## config.mk

```make
export PLATFORM = sky130hd
export DESIGN_NAME = multi_cycle_control_unit
export DESIGN_NICKNAME = d
export VERILOG_FILES = /design/src/rtl/multi_cycle_control_unit.sv
export SDC_FILE = /design/constraint.sdc
export NUM_CORES = 1
export LEC_CHECK = 0
export ABC_AREA = 1
export CORE_MARGIN = 2
export CORE_UTILIZATION = 37
export DETAILED_ROUTE_END_ITERATION = 10
export PLACE_DENSITY_LB_ADDON = 0.1
export SETUP_SLACK_MARGIN = 0.2
export SLEW_MARGIN = 20
export SYNTH_ARGS = -nofsm -noshare
export SYNTH_HDL_FRONTEND = slang
export SYNTH_SLANG_ARGS = --single-unit
```

## constraint.sdc

```tcl
create_clock -name CLK -period 1.67 [get_ports CLK]
set_input_delay 0.501 -clock CLK [delete_from_list [all_inputs] [get_ports CLK]]
set_output_delay 0.501 -clock CLK [all_outputs]
set_load 0.02 [all_outputs]
```

## src/rtl/multi_cycle_control_unit.sv

```systemverilog
// -----------------------------------------------------------------------------
// multi_cycle_control_unit
// Sequencing controller for a multi-cycle datapath. It steps each instruction
// through fetch, decode, execute, memory and write-back and drives every
// datapath control input from the current state and the IR opcode.
//
// Ports
//   CLK        in   1  rising-edge clock
//   Reset      in   1  asynchronous, active-high; forces sIF
//   op         in   6  IR[31:26], stable from sID until the next sIF
//   zero       in   1  ALU zero flag, consulted only in sEXE_BR
//   state      out  3  current state (debug)
//   PCWre      out  1  PC loads on the next edge
//   PCSrc      out  2  00 PC+4, 01 branch target, 10 rs, 11 jump target
//   IRWre      out  1  IR loads on the next edge
//   InsMemRW   out  1  instruction memory read
//   ExtSel     out  1  immediate extend: 1 sign, 0 zero
//   RegWre     out  1  register-file write enable
//   RegDst     out  2  00 $31, 01 rt, 10 rd
//   WrRegDSrc  out  1  write data: 0 PC+4, 1 DB bus
//   DBDataSrc  out  1  DB bus: 0 ALU result, 1 memory data
//   mRD/mWR    out  1  data memory read / write
//   ALUSrcA    out  1  0 rs, 1 sa
//   ALUSrcB    out  1  0 rt, 1 extended immediate
//   ALUOp      out  3  000 add .. 111 xor
//
// The state register is the only storage; every output is a combinational
// function of state and op, so a Reset assertion drops all write strobes in
// the same delta as the state register clears.
// -----------------------------------------------------------------------------
module multi_cycle_control_unit (
   input  logic       CLK,
   input  logic       Reset,
   input  logic [5:0] op,
   input  logic       zero,
   output logic [2:0] state,
   output logic       PCWre,
   output logic [1:0] PCSrc,
   output logic       IRWre,
   output logic       InsMemRW,
   output logic       ExtSel,
   output logic       RegWre,
   output logic [1:0] RegDst,
   output logic       WrRegDSrc,
   output logic       DBDataSrc,
   output logic       mRD,
   output logic       mWR,
   output logic       ALUSrcA,
   output logic       ALUSrcB,
   output logic [2:0] ALUOp
);

   localparam logic [5:0] OP_ADD  = 6'b000000;
   localparam logic [5:0] OP_SUB  = 6'b000001;
   localparam logic [5:0] OP_ADDI = 6'b000010;
   localparam logic [5:0] OP_OR   = 6'b010000;
   localparam logic [5:0] OP_AND  = 6'b010001;
   localparam logic [5:0] OP_ORI  = 6'b010010;
   localparam logic [5:0] OP_SLL  = 6'b011000;
   localparam logic [5:0] OP_SLT  = 6'b100110;
   localparam logic [5:0] OP_SW   = 6'b110000;
   localparam logic [5:0] OP_LW   = 6'b110001;
   localparam logic [5:0] OP_BEQ  = 6'b110100;
   localparam logic [5:0] OP_BNE  = 6'b110101;
   localparam logic [5:0] OP_J    = 6'b111000;
   localparam logic [5:0] OP_JR   = 6'b111001;
   localparam logic [5:0] OP_JAL  = 6'b111010;
   localparam logic [5:0] OP_HALT = 6'b111111;

   typedef enum logic [2:0] {
      sIF     = 3'b000,
      sID     = 3'b001,
      sEXE_LS = 3'b010,
      sMEM    = 3'b011,
      sWB_LD  = 3'b100,
      sEXE_BR = 3'b101,
      sEXE_AL = 3'b110,
      sWB_AL  = 3'b111
   } state_e;

   state_e state_q, state_d;

   // Opcode classes
   logic is_branch, is_ls, is_jump, is_nop;
   always_comb begin
      is_branch = (op == OP_BEQ) || (op == OP_BNE);
      is_ls     = (op == OP_LW)  || (op == OP_SW);
      is_jump   = (op == OP_J)   || (op == OP_JR) || (op == OP_JAL);
      // Anything not in the opcode table behaves as a two-cycle nop.
      is_nop    = !((op == OP_ADD) || (op == OP_SUB) || (op == OP_ADDI) ||
                    (op == OP_OR)  || (op == OP_AND) || (op == OP_ORI)  ||
                    (op == OP_SLL) || (op == OP_SLT) || is_branch ||
                    is_ls || is_jump || (op == OP_HALT));
   end

   always_ff @(posedge CLK or posedge Reset) begin
      if (Reset) state_q <= sIF;
      else       state_q <= state_d;
   end

   always_comb begin
      state_d   = state_q;
      PCWre     = 1'b0;
      PCSrc     = 2'b00;
      IRWre     = 1'b0;
      InsMemRW  = 1'b0;
      ExtSel    = 1'b0;
      RegWre    = 1'b0;
      RegDst    = 2'b00;
      WrRegDSrc = 1'b0;
      DBDataSrc = 1'b0;
      mRD       = 1'b0;
      mWR       = 1'b0;
      ALUSrcA   = 1'b0;
      ALUSrcB   = 1'b0;
      ALUOp     = 3'b000;

      // ALU operand/operation selects are held steady in every non-fetch
      // state so the datapath sees them for the whole instruction.
      if (state_q != sIF) begin
         ExtSel  = (op != OP_ORI);
         ALUSrcA = (op == OP_SLL);
         ALUSrcB = (op == OP_ADDI) || (op == OP_ORI) || is_ls;
         case (op)
            OP_SUB, OP_BEQ, OP_BNE: ALUOp = 3'b001;
            OP_SLT:                 ALUOp = 3'b010;
            OP_SLL:                 ALUOp = 3'b100;
            OP_OR, OP_ORI:          ALUOp = 3'b101;
            OP_AND:                 ALUOp = 3'b110;
            default:                ALUOp = 3'b000;
         endcase
      end

      case (state_q)
         sIF: begin
            IRWre    = 1'b1;
            InsMemRW = 1'b1;
            state_d  = sID;
         end
         sID: begin
            if (op == OP_HALT) begin
               state_d = sID;  // frozen until Reset
            end else if (is_jump || is_nop) begin
               PCWre   = 1'b1;
               state_d = sIF;
               if (op == OP_J || op == OP_JAL) PCSrc = 2'b11;
               else if (op == OP_JR)           PCSrc = 2'b10;
               if (op == OP_JAL) begin
                  RegWre    = 1'b1;  // link: $31 <= PC+4
                  RegDst    = 2'b00;
                  WrRegDSrc = 1'b0;
               end
            end else if (is_branch) begin
               state_d = sEXE_BR;
            end else if (is_ls) begin
               state_d = sEXE_LS;
            end else begin
               state_d = sEXE_AL;
            end
         end
         sEXE_AL: state_d = sWB_AL;
         sWB_AL: begin
            RegWre    = 1'b1;
            WrRegDSrc = 1'b1;
            RegDst    = ((op == OP_ADDI) || (op == OP_ORI)) ? 2'b01 : 2'b10;
            PCWre     = 1'b1;
            state_d   = sIF;
         end
         sEXE_BR: begin
            PCWre = 1'b1;
            if (((op == OP_BEQ) && zero) || ((op == OP_BNE) && !zero))
               PCSrc = 2'b01;
            state_d = sIF;
         end
         sEXE_LS: state_d = sMEM;
         sMEM: begin
            if (op == OP_LW) begin
               mRD     = 1'b1;
               state_d = sWB_LD;
            end else begin
               mWR     = (op == OP_SW);
               PCWre   = 1'b1;
               state_d = sIF;
            end
         end
         sWB_LD: begin
            RegWre    = 1'b1;
            WrRegDSrc = 1'b1;
            DBDataSrc = 1'b1;
            RegDst    = 2'b01;
            mRD       = 1'b1;
            PCWre     = 1'b1;
            state_d   = sIF;
         end
         default: state_d = sIF;
      endcase
   end

   assign state = state_q;

endmodule
```

==> results of run 1 <==
cells in the mapped netlist (2+ instances only):
| cell | count | area [um^2] |
|---|---|---|
| nand2_1 | 27 | 101 |
| a21oi_1 | 3 | 15.0 |
| o21ai_0 | 3 | 15.0 |
| nand4_1 | 4 | 25.0 |
| nor2_1 | 16 | 60.1 |
| inv_2 | 5 | 18.8 |
| a31oi_1 | 2 | 12.5 |
| inv_1 | 13 | 48.8 |
| nor2_2 | 5 | 31.3 |
| dfrtp_1 | 3 | 75.1 |
| nand3_1 | 13 | 65.1 |
per-stage QoR:
stage / hold slack (ps) / worst slack [ps] / TNS [ps]
after floorplan: 255 / -101 / -400
after global placement: 673 / -1190 / -17410
after detailed placement: 678 / -1240 / -17940
after CTS: 436 / -269 / -3400
cell families after synthesis:
logic type / synth area share
xor gates and xnor gates: 0.0164
and+or+nand+nor: 0.600
buffers and inverters: 0.150
AOI/OAI and AO/OA: 0.0934
DFF: 0.140
repair_timing:
| item | CTS |
|---|---|
| gates resized for setup | 173 |
| setup buffers | 12 |
| endpoints found under the hold margin | 0 |
| pin swaps | 26 |
| endpoints found under the setup margin | 24 |
==> results.ini, run 1 <==
[run_status]
outcome=aborted with a tool error
lastStage=5_1_grt
error=[ERROR DPL-0038] Utilization greater than 100%, impossible to legalize

[synthesis]
ys.flop_type=dfrtp_1
synth-async-reset-ratio=1.00
synth.distinct_cells=19
synth-edff-count=0
syn_nets=111
synth-seq-cells=3
synth_cells=102
syn_area_um2=536
ys_warn_count=0
synth.avg_cell_area_um2=5.25
yosysSeqAreaShare=0.140

[die]
fp.dieW_um=42.0
start_util=0.402
rows=13
io_pins=30
die-height_um=42.0

[clock_network]
clockRootBuffer=clkbuf_4
htreeDepth=1
cts_buffers=3
holdBufCountCts=0
cts_num_sinks=3
clockBufferDepth=2

[sta]
grt_repair_worst_endpoint=PCWre
endpoint_type=top-level output

[placement]
gp_congestion=0.954
placedCellCount=167
dp_hpwl_um=1650
portBuffers=29
place_area_um2=1140

[grt]
grt_max_degree=7

==> run 2: changes to the inputs <==
--- a/config.mk
+++ b/config.mk
@@ -6,11 +6,10 @@
 export NUM_CORES = 1
 export LEC_CHECK = 0
 export ABC_AREA = 1
-export CORE_MARGIN = 2
-export CORE_UTILIZATION = 37
+export CORE_AREA = 2 2 63 65
 export DETAILED_ROUTE_END_ITERATION = 10
-export PLACE_DENSITY_LB_ADDON = 0.1
-export SETUP_SLACK_MARGIN = 0.2
+export DIE_AREA = 0 0 65 67
+export PLACE_DENSITY_LB_ADDON = 0.15
 export SLEW_MARGIN = 20
 export SYNTH_ARGS = -nofsm -noshare
 export SYNTH_HDL_FRONTEND = slang
==> results.ini, run 2 <==
[run_status]
outcome=complete, but fails checks
violations=negative setup slack

[critical_path]
critPathKind=input port to primary output
r2r_end=state[2]
crit_path_end=PCWre
worstPathRequired_ps=1170
cp.arrival_ps=1440
path_cells=buf_8 > nor2_4 > buf_4 > nand3_2 > nand2_1 > nor2_2 > nand4_1 > nand2_2 > buf_6
worstSetupPathDepth=9
crit_buf_inv=3
slowest_stage=nor2_4
cp-startpoint=op[3]
regToRegStartpoint=state[2]
r2r_slack_ps=420
crit_fanout=4
endpoint_kind=primary output
max_stage_delay_ps=150
cp_top_family=simple AND/OR/NAND/NOR gates
worstSetupStartpointType=input port
reg2reg_depth=7

[final_layout]
antenna_cells=0
area_delta_synth_final_pct=207
final_area_um2=1640
nets=191
largest_reg_flops=3
layout_commonest_cell=buf_4
fillers=357
post-route-util=0.455
layout_common_cells=buf_4, buf_6, nor2_4
drive_gt1_frac=0.790

[synthesis]
syn_nets=111  ; unchanged
synth_most_common_cell=nand2_1
synth_area_leader_cell=nand2_1
synth-async-reset-ratio=1.00  ; unchanged
synth.avg_cell_area_um2=5.25  ; unchanged
yosysTopAreaCellShare=0.189  ; unchanged
synthTopCellsByArea=nand2_1, dfrtp_1, nand3_1
ys_warn_count=0  ; unchanged
ys.flop_type=dfrtp_1
syn_area_um2=536  ; unchanged
yosysSeqAreaShare=0.140  ; unchanged
synth.distinct_cells=19  ; unchanged
synth_cells=102  ; unchanged
synth-seq-cells=3  ; unchanged
yosys-top-cells-count=nand2_1, nor2_1, inv_1, nand3_1
synth-edff-count=0  ; unchanged

[die]
core_area_um2=3610
fp.dieW_um=65  ; +55%
die-height_um=67  ; +59%
start_util=0.149  ; -0.253
die_area_um2=4360
io_pins=30  ; unchanged
rows=22  ; +9

[power]
p_switching_uw=739
p_per_area_nw_per_um2=997
pwr-share-comb=0.775
p_seq_frac=0.098
leakagePower_uw=0.000808
internal-power_uw=898
total_power_uw=1640
p_sw_frac=0.451
pwr-share-clk=0.127
peakVddDrop_mv=0.312

[clock_network]
clockRootBuffer=clkbuf_8
cts_tree=built
htreeDepth=1  ; unchanged
clockBufferDepth=2  ; unchanged
cts_num_sinks=3  ; unchanged
holdBufCountCts=0  ; unchanged
path_clk_slew_ps=30
cts_buffers=3  ; unchanged
worstSkewPairLatency_ps=210

[routing]
drt_first_pass_iters=4
wl_per_cell_um=11.6
drc=0
routed_wl_um=2660
viasPerCell=4.23
drtIter0Drc=14
vias=969
final_antenna_net_count=0

[placement]
portBuffers=29  ; unchanged
gp_congestion=0.746  ; -22%
dp_hpwl_um=1770  ; +7.1%
place_area_um2=1130  ; -0.44%

[grt]
grt.total_usage=0.120
grt_pass1_wl_um=4170
grt_pass1_vias=976
grt_max_degree=8
antenna_found_initial=0
grt_overflow=0

[sta]
rsz0062_at_grt=true
worstMarginPinSlew_ps=254
clock_skew_ps=1.35
min_period_ps=1940
fmax_mhz=516
fin_ws_ps=-269
setup_viol_count_final=17
final.period_utilization=1.16
maxSlewViolCount=0
finalHoldViolations=0
whs_ps=451
max_slew_margin=0.830

[min_path]
hold_class=input port to asynchronous set/reset pin

[run]
drv_cap=0

run 2: cell counts after synthesis:
No cell type changed its count.
run 2: cell families (layout without fill, tap and decap cells):
kind of cell / after synthesis / in the layout / share of synthesized area
AND/OR/NAND/NOR: 69 / 69 / 0.600
AO/OA/AOI/OAI: 9 / 9 / 0.0934
buffers and inverters: 20 / 99 / 0.150
flip-flops: 3 / 3 / 0.140
XOR/XNOR: 1 / 1 / 0.0164
run 2: per-layer routing:
metal	track usage	vias to the layer above	part of all wire	wire length, um
met3	0.0135	2	0.030	81
met4	0.0239	0	0.0053	14
li1	-	492	-	-
met1	0.146	447	0.42	1120
met5	0	-	0	0
met2	0.226	28	0.54	1440
run 2: worst min-delay path by stage:
stage,start,end
after detailed placement,state[0],state[1]
after global placement,state[0],state[1]
after global routing,Reset,state[1]
after floorplan,Reset,state[0]
after CTS,Reset,state[1]
final,Reset,state[1]
run 2: layout make-up:
class | count | area [um^2] | share of cell area
repair buffers | 77 | 728 | 0.444
multi-input cells | 79 | 639 | 0.389
inverters | 18 | 90.1 | 0.0549
flip-flops and latches | 3 | 78.8 | 0.0480
well taps | 48 | 60.1 | 0.0366
clock buffers | 4 | 45.0 | 0.0274
run 2: what timing repair did:
item / 4_1_cts / 5_1_grt
buffers inserted: 9 / 10
gates cloned: 0 / 0
pin swaps: 26 / 13
gates resized for setup: 207 / 34
endpoints found under the setup margin: 24 / 21
run 2: power by group through the flow:
| stage | combinational, uW | sequential [uW] | clock (uW) |
|---|---|---|---|
| finish | 1270 | 161 | 207 |
| detailed placement | 1020 | 156 | 0 |
| global route | 1350 | 169 | 219 |
| global placement | 1020 | 156 | 0 |
| CTS | 1160 | 159 | 214 |
| floorplan | 473 | 196 | 0 |
run 2: per-stage QoR:
step / cells / TNS [ps] / setup WS (ps)
detailed placement: 207 / -17510 / -1230
floorplan: 102 / -414 / -104
global route: 229 / -3740 / -348
finish: 229 / -2760 / -269
global placement: 207 / -17610 / -1240
CTS: 220 / -2450 / -228
(Power assumes the default switching activity.)
==> run 3: changes to the inputs <==
--- a/config.mk
+++ b/config.mk
@@ -10,6 +10,7 @@
 export DETAILED_ROUTE_END_ITERATION = 10
 export DIE_AREA = 0 0 65 67
 export PLACE_DENSITY_LB_ADDON = 0.15
+export SKIP_CTS_REPAIR_TIMING = 1
 export SLEW_MARGIN = 20
 export SYNTH_ARGS = -nofsm -noshare
 export SYNTH_HDL_FRONTEND = slang
==> constraint.sdc (replaced) <==
create_clock -name CLK -period 2.2 [get_ports CLK]
set_input_delay 0.66 -clock CLK [delete_from_list [all_inputs] [get_ports CLK]]
set_output_delay 0.66 -clock CLK [all_outputs]
set_load 0.02 [all_outputs]
==> results.ini, run 3 (synthesized netlist as in run 2, its figures left out) <==
[clock_network]
path_clk_slew_ps=30  ; about the same
clockRootBuffer=clkbuf_8
clockBufferDepth=2  ; unchanged
cts_tree=built
htreeDepth=1  ; unchanged
cts_buffers=3  ; unchanged
cts_num_sinks=3  ; unchanged
worstSkewPairLatency_ps=220  ; about the same

[sta]
final.period_utilization=1.02
setup_viol_count_final=2  ; -15
maxSlewViolCount=0  ; unchanged
rsz0062_at_grt=true
clock_skew_ps=2.60  ; +1.25 ps
fin_ws_ps=-51.4  ; +218 ps
worstMarginPinSlew_ps=241  ; -12.6 ps
fmax_mhz=444
max_slew_margin=0.839  ; +0.00853
finalHoldViolations=0  ; unchanged
min_period_ps=2250

[critical_path]
worstPathRequired_ps=1540  ; +370 ps
max_stage_delay_ps=190  ; +40 ps
critPathKind=input port to primary output
endpoint_kind=primary output
cp.arrival_ps=1590  ; +150 ps
crit_fanout=5  ; +1
cp_top_family=simple AND/OR/NAND/NOR gates
path_cells=buf_8 > nor2_4 > buf_4 > nand3_1 > nand2_1 > nor2_2 > nand4_1 > nand2_1 > buf_4
worstSetupStartpointType=input port
slowest_stage=nor2_4
r2r_slack_ps=940  ; +520 ps
crit_buf_inv=3  ; unchanged

[die]
io_pins=30  ; unchanged
die-height_um=67  ; unchanged
fp.dieW_um=65  ; unchanged
core_area_um2=3610  ; unchanged
rows=22  ; unchanged
die_area_um2=4360  ; unchanged
start_util=0.149  ; unchanged

[routing]
drtIter0Drc=15  ; +1
wl_per_cell_um=9.78  ; -16%
vias=865  ; -11%
final_antenna_net_count=0  ; unchanged
drt_first_pass_iters=4  ; unchanged
viasPerCell=4.02  ; -4.9%
drc=0  ; unchanged
routed_wl_um=2100  ; -21%

[run_status]
violations=negative setup slack
outcome=complete, but fails checks

[final_layout]
nets=177  ; -7.3%
fillers=388  ; +8.7%
layout_commonest_cell=buf_4
layout_common_cells=buf_4, nand2_1, inv_1
multi_input_area_um2=519  ; -19%
final_area_um2=1370  ; -17%
antenna_cells=0  ; unchanged
seq_area_um2=76.3  ; -3.2%
largest_reg_flops=3  ; unchanged
area_delta_synth_final_pct=155
drive_gt1_frac=0.545  ; -0.245

[grt]
grt_pass1_vias=783  ; -20%
grt_overflow=0  ; unchanged
grt_pass1_wl_um=3330  ; -20%
antenna_found_initial=0  ; unchanged
grt_max_degree=8  ; unchanged
grt.total_usage=0.0966  ; -0.0234

[placement]
preCtsSetupSlack_ps=-966  ; +265 ps
portBuffers=29  ; unchanged
dp_hpwl_um=1700  ; -3.9%
gp_congestion=0.874  ; +17%
place_area_um2=1110  ; -1.9%

[power]
pwr-share-comb=0.768  ; -0.007
internal-power_uw=612  ; -32%
p_sw_frac=0.440  ; -0.0112
peakVddDrop_mv=0.268  ; -14%
p_per_area_nw_per_um2=800  ; -20%
leakagePower_uw=0.000789  ; -2.3%
pwr-share-clk=0.146  ; +0.019
p_switching_uw=481  ; -35%
p_seq_frac=0.086  ; -0.012

[run]
drv_cap=0  ; unchanged

[min_path]
hold_class=input port to asynchronous set/reset pin

[run 3: changes by cell type in the layout (fill, tap and decap cells not counted), moves of 4 or more]
cell	change
nand3_1	+4
nand2_4	-4
inv_1	+8
nand2_1	+8
buf_6	-20
dlymetal6s2s_1	+8
nor2_1	+6
nor2_4	-6
inv_2	-7
nand2_2	-4
[run 3: routing by layer]
metal | global-route usage | wire length [um]
met2 | 0.164 | 1040
met4 | 0.0319 | 8
met3 | 0.0169 | 100
met5 | 0 | 0
met1 | 0.123 | 959
[run 3: path summary, 6_finish.rpt]
path | endpoint | startpoint | cells past startpoint
max | PCWre | op[2] | 9
min | state[1] | Reset | 2
max reg2reg | state[1] | state[2] | 7
min reg2reg | state[1] | state[1] | 4
max in group asynchronous | state[2] | Reset | 2
min in group CLK | state[1] | state[1] | 4
[run 3: area by class of cell]
class	instances	share of cell area
Tap cell	48	0.0440
Multi-Input combinational cell	79	0.380
Inverter	18	0.0660
Clock buffer	4	0.0330
Timing Repair Buffer	63	0.421
Sequential cell	3	0.0559
[run 3: power groups by stage]
stage          sequential [uW]  combinational, uW  clock [uW]
6_report                  93.9                839         159
5_1_grt                   96.7                908         168
4_1_cts                   97.4                814         164
3_5_place_dp              98.0                813           0
3_3_place_gp              98.3                814           0
2_1_floorplan              139                325           0
[run 3: per-stage QoR]
step | setup TNS, ps | instances | utilization | total power, uW | hold slack (ps)
CTS | -13200 | 211 | 0.321 | 1080 | 623
detailed placement | -12180 | 207 | 0.308 | 911 | 672
global placement | -12610 | 207 | 0.308 | 912 | 685
finish | -56.8 | 215 | 0.379 | 1090 | 618
global route | -306 | 215 | 0.379 | 1170 | 636
floorplan | 0 | 102 | - | 464 | 414
[run 3: worst reg2reg max path, delay by kind of cell, from the launching register on]
kind / cells / cell delay (ps)
buf+inv: 2 / 310
flops: 1 / 440
compound gates: 1 / 110
simple gates: 4 / 340
==> run 4: changes to the inputs <==
--- a/config.mk
+++ b/config.mk
@@ -7,6 +7,7 @@
 export LEC_CHECK = 0
 export ABC_AREA = 1
 export CORE_AREA = 2 2 63 65
+export CTS_CLUSTER_SIZE = 28
 export DETAILED_ROUTE_END_ITERATION = 10
 export DIE_AREA = 0 0 65 67
 export PLACE_DENSITY_LB_ADDON = 0.15
==> constraint.sdc (replaced) <==
create_clock -name CLK -period 2.49 [get_ports CLK]
set_input_delay 0.747 -clock CLK [delete_from_list [all_inputs] [get_ports CLK]]
set_output_delay 0.747 -clock CLK [all_outputs]
set_load 0.02 [all_outputs]
==> results.ini, run 4 (synthesized netlist as in run 2, its figures left out) <==
[sta]
whs_ps=680  ; +62.3 ps
finalHoldViolations=0  ; unchanged
rsz0062_at_grt=true
maxSlewViolCount=0  ; unchanged
clock_skew_ps=2.26  ; -0.341 ps
fmax_mhz=410
setup_viol_count_final=0  ; -2
final.period_utilization=0.980
worstMarginPinSlew_ps=292  ; +51.3 ps
max_slew_margin=0.804  ; -0.0343
min_period_ps=2440

[clock_network]
worstSkewPairLatency_ps=210  ; about the same
clockBufferDepth=2  ; unchanged
clockRootBuffer=clkbuf_8
path_clk_slew_ps=30  ; about the same
cts_tree=built
cts_num_sinks=3  ; unchanged
cts_buffers=3  ; unchanged
htreeDepth=1  ; unchanged

[grt]
grt_max_degree=11  ; +3
antenna_found_initial=0  ; unchanged
grt_pass1_wl_um=3230  ; -2.9%
grt_pass1_vias=723  ; -7.7%
grt_overflow=0  ; unchanged
grt.total_usage=0.0927  ; -0.00392

[power]
peakVddDrop_mv=0.224  ; -17%
p_per_area_nw_per_um2=719  ; -10%
leakagePower_uw=0.000748  ; -5.2%

[die]
die-height_um=67  ; unchanged
rows=22  ; unchanged
die_area_um2=4360  ; unchanged
fp.dieW_um=65  ; unchanged
io_pins=30  ; unchanged
start_util=0.149  ; unchanged
core_area_um2=3610  ; unchanged

[final_layout]
layout_common_cells=buf_4, nand2_1, nand3_1, nor2_1, inv_1
area_delta_synth_final_pct=123
nets=169  ; -4.5%
largest_reg_flops=3  ; unchanged
antenna_cells=0  ; unchanged
layout_commonest_cell=buf_4
drive_gt1_frac=0.453  ; -0.0921
stdcell_count=207  ; -3.7%
fillers=405  ; +4.4%

[routing]
wl_per_cell_um=9.97  ; +1.9%
viasPerCell=4.05  ; +0.74%
routed_wl_um=2060  ; -1.9%
final_antenna_net_count=0  ; unchanged
drt_first_pass_iters=4  ; unchanged
drc=0  ; unchanged
drtIter0Drc=15  ; unchanged
vias=839  ; -3.0%

[critical_path]
slowest_stage=a31oi_1
critPathKind=input port to primary output
endpoint_kind=primary output
worstPathRequired_ps=1740  ; +200 ps
worstSetupStartpointType=input port
crit_fanout=4  ; -1
max_stage_delay_ps=170  ; -20 ps
path_cells=buf_4 > inv_2 > nand2_2 > nor2_2 > nand2_1 > nand2_1 > inv_2 > a31oi_1 > buf_4
cp.arrival_ps=1690  ; +100 ps

[run]
drv_cap=0  ; unchanged

[placement]
placedCellCount=198  ; -4.3%
portBuffers=29  ; unchanged
dp_hpwl_um=1670  ; -2.1%
gp_congestion=0.832  ; -4.8%

[min_path]
hold_class=flop to flop

[run_status]
outcome=complete, no violations

run 4: cell type report:
cell class | instances | area (um^2) | area share
Sequential cell | 3 | 76.3 | 0.0640
Inverter | 18 | 72.6 | 0.0609
Multi-Input combinational cell | 79 | 452 | 0.379
Tap cell | 48 | 60.1 | 0.0504
Clock buffer | 4 | 45.0 | 0.0378
Timing Repair Buffer | 55 | 487 | 0.408
run 4: worst paths after layout:
path / startpoint / endpoint / slack, ps / cells after the start
worst max register to register: state[2] / state[2] / 1160 / 8
worst max-delay path: op[0] / ALUOp[0] / 50 / 9
max in group asynchronous: Reset / state[2] / 1650 / 2
min in group asynchronous: Reset / state[0] / 700 / 2
worst min register to register: state[1] / state[1] / 680 / 4
worst min-delay path: state[1] / state[1] / 680 / 4
run 4: worst max-delay path: cells and delay by family:
| kind | cells | cell delay [ps] |
|---|---|---|
| simple gates | 4 | 320 |
| buf+inv | 4 | 440 |
| compound gates | 1 | 170 |
run 4: routing by layer:
metal,global-route usage,vias to the layer above,wire (um),part of all wire
met3,0.0135,0,121,0.059
met1,0.122,373,958,0.46
met2,0.161,27,984,0.48
met5,0,-,0,0
met4,0.0160,0,0,0
li1,-,439,-,-
run 4: report_power, final:
| part | switching, uW | total (uW) | internal, uW |
|---|---|---|---|
| registers | 21.5 | 89.8 | 68.3 |
| clock network | 27.9 | 137 | 109 |
| logic | 343 | 631 | 288 |
run 4: per-stage QoR:
stage          setup TNS, ps   util  setup slack (ps)  cell area [um^2]  total power (uW)
5_1_grt                -76.5  0.331             -43.8              1190               931
6_report                   0  0.331              48.7              1190               858
3_5_place_dp          -10560  0.286              -872              1030               705
3_3_place_gp          -10820  0.286              -893              1030               708
2_1_floorplan              0      -               215               536               410
4_1_cts               -10860  0.298              -862              1080               846
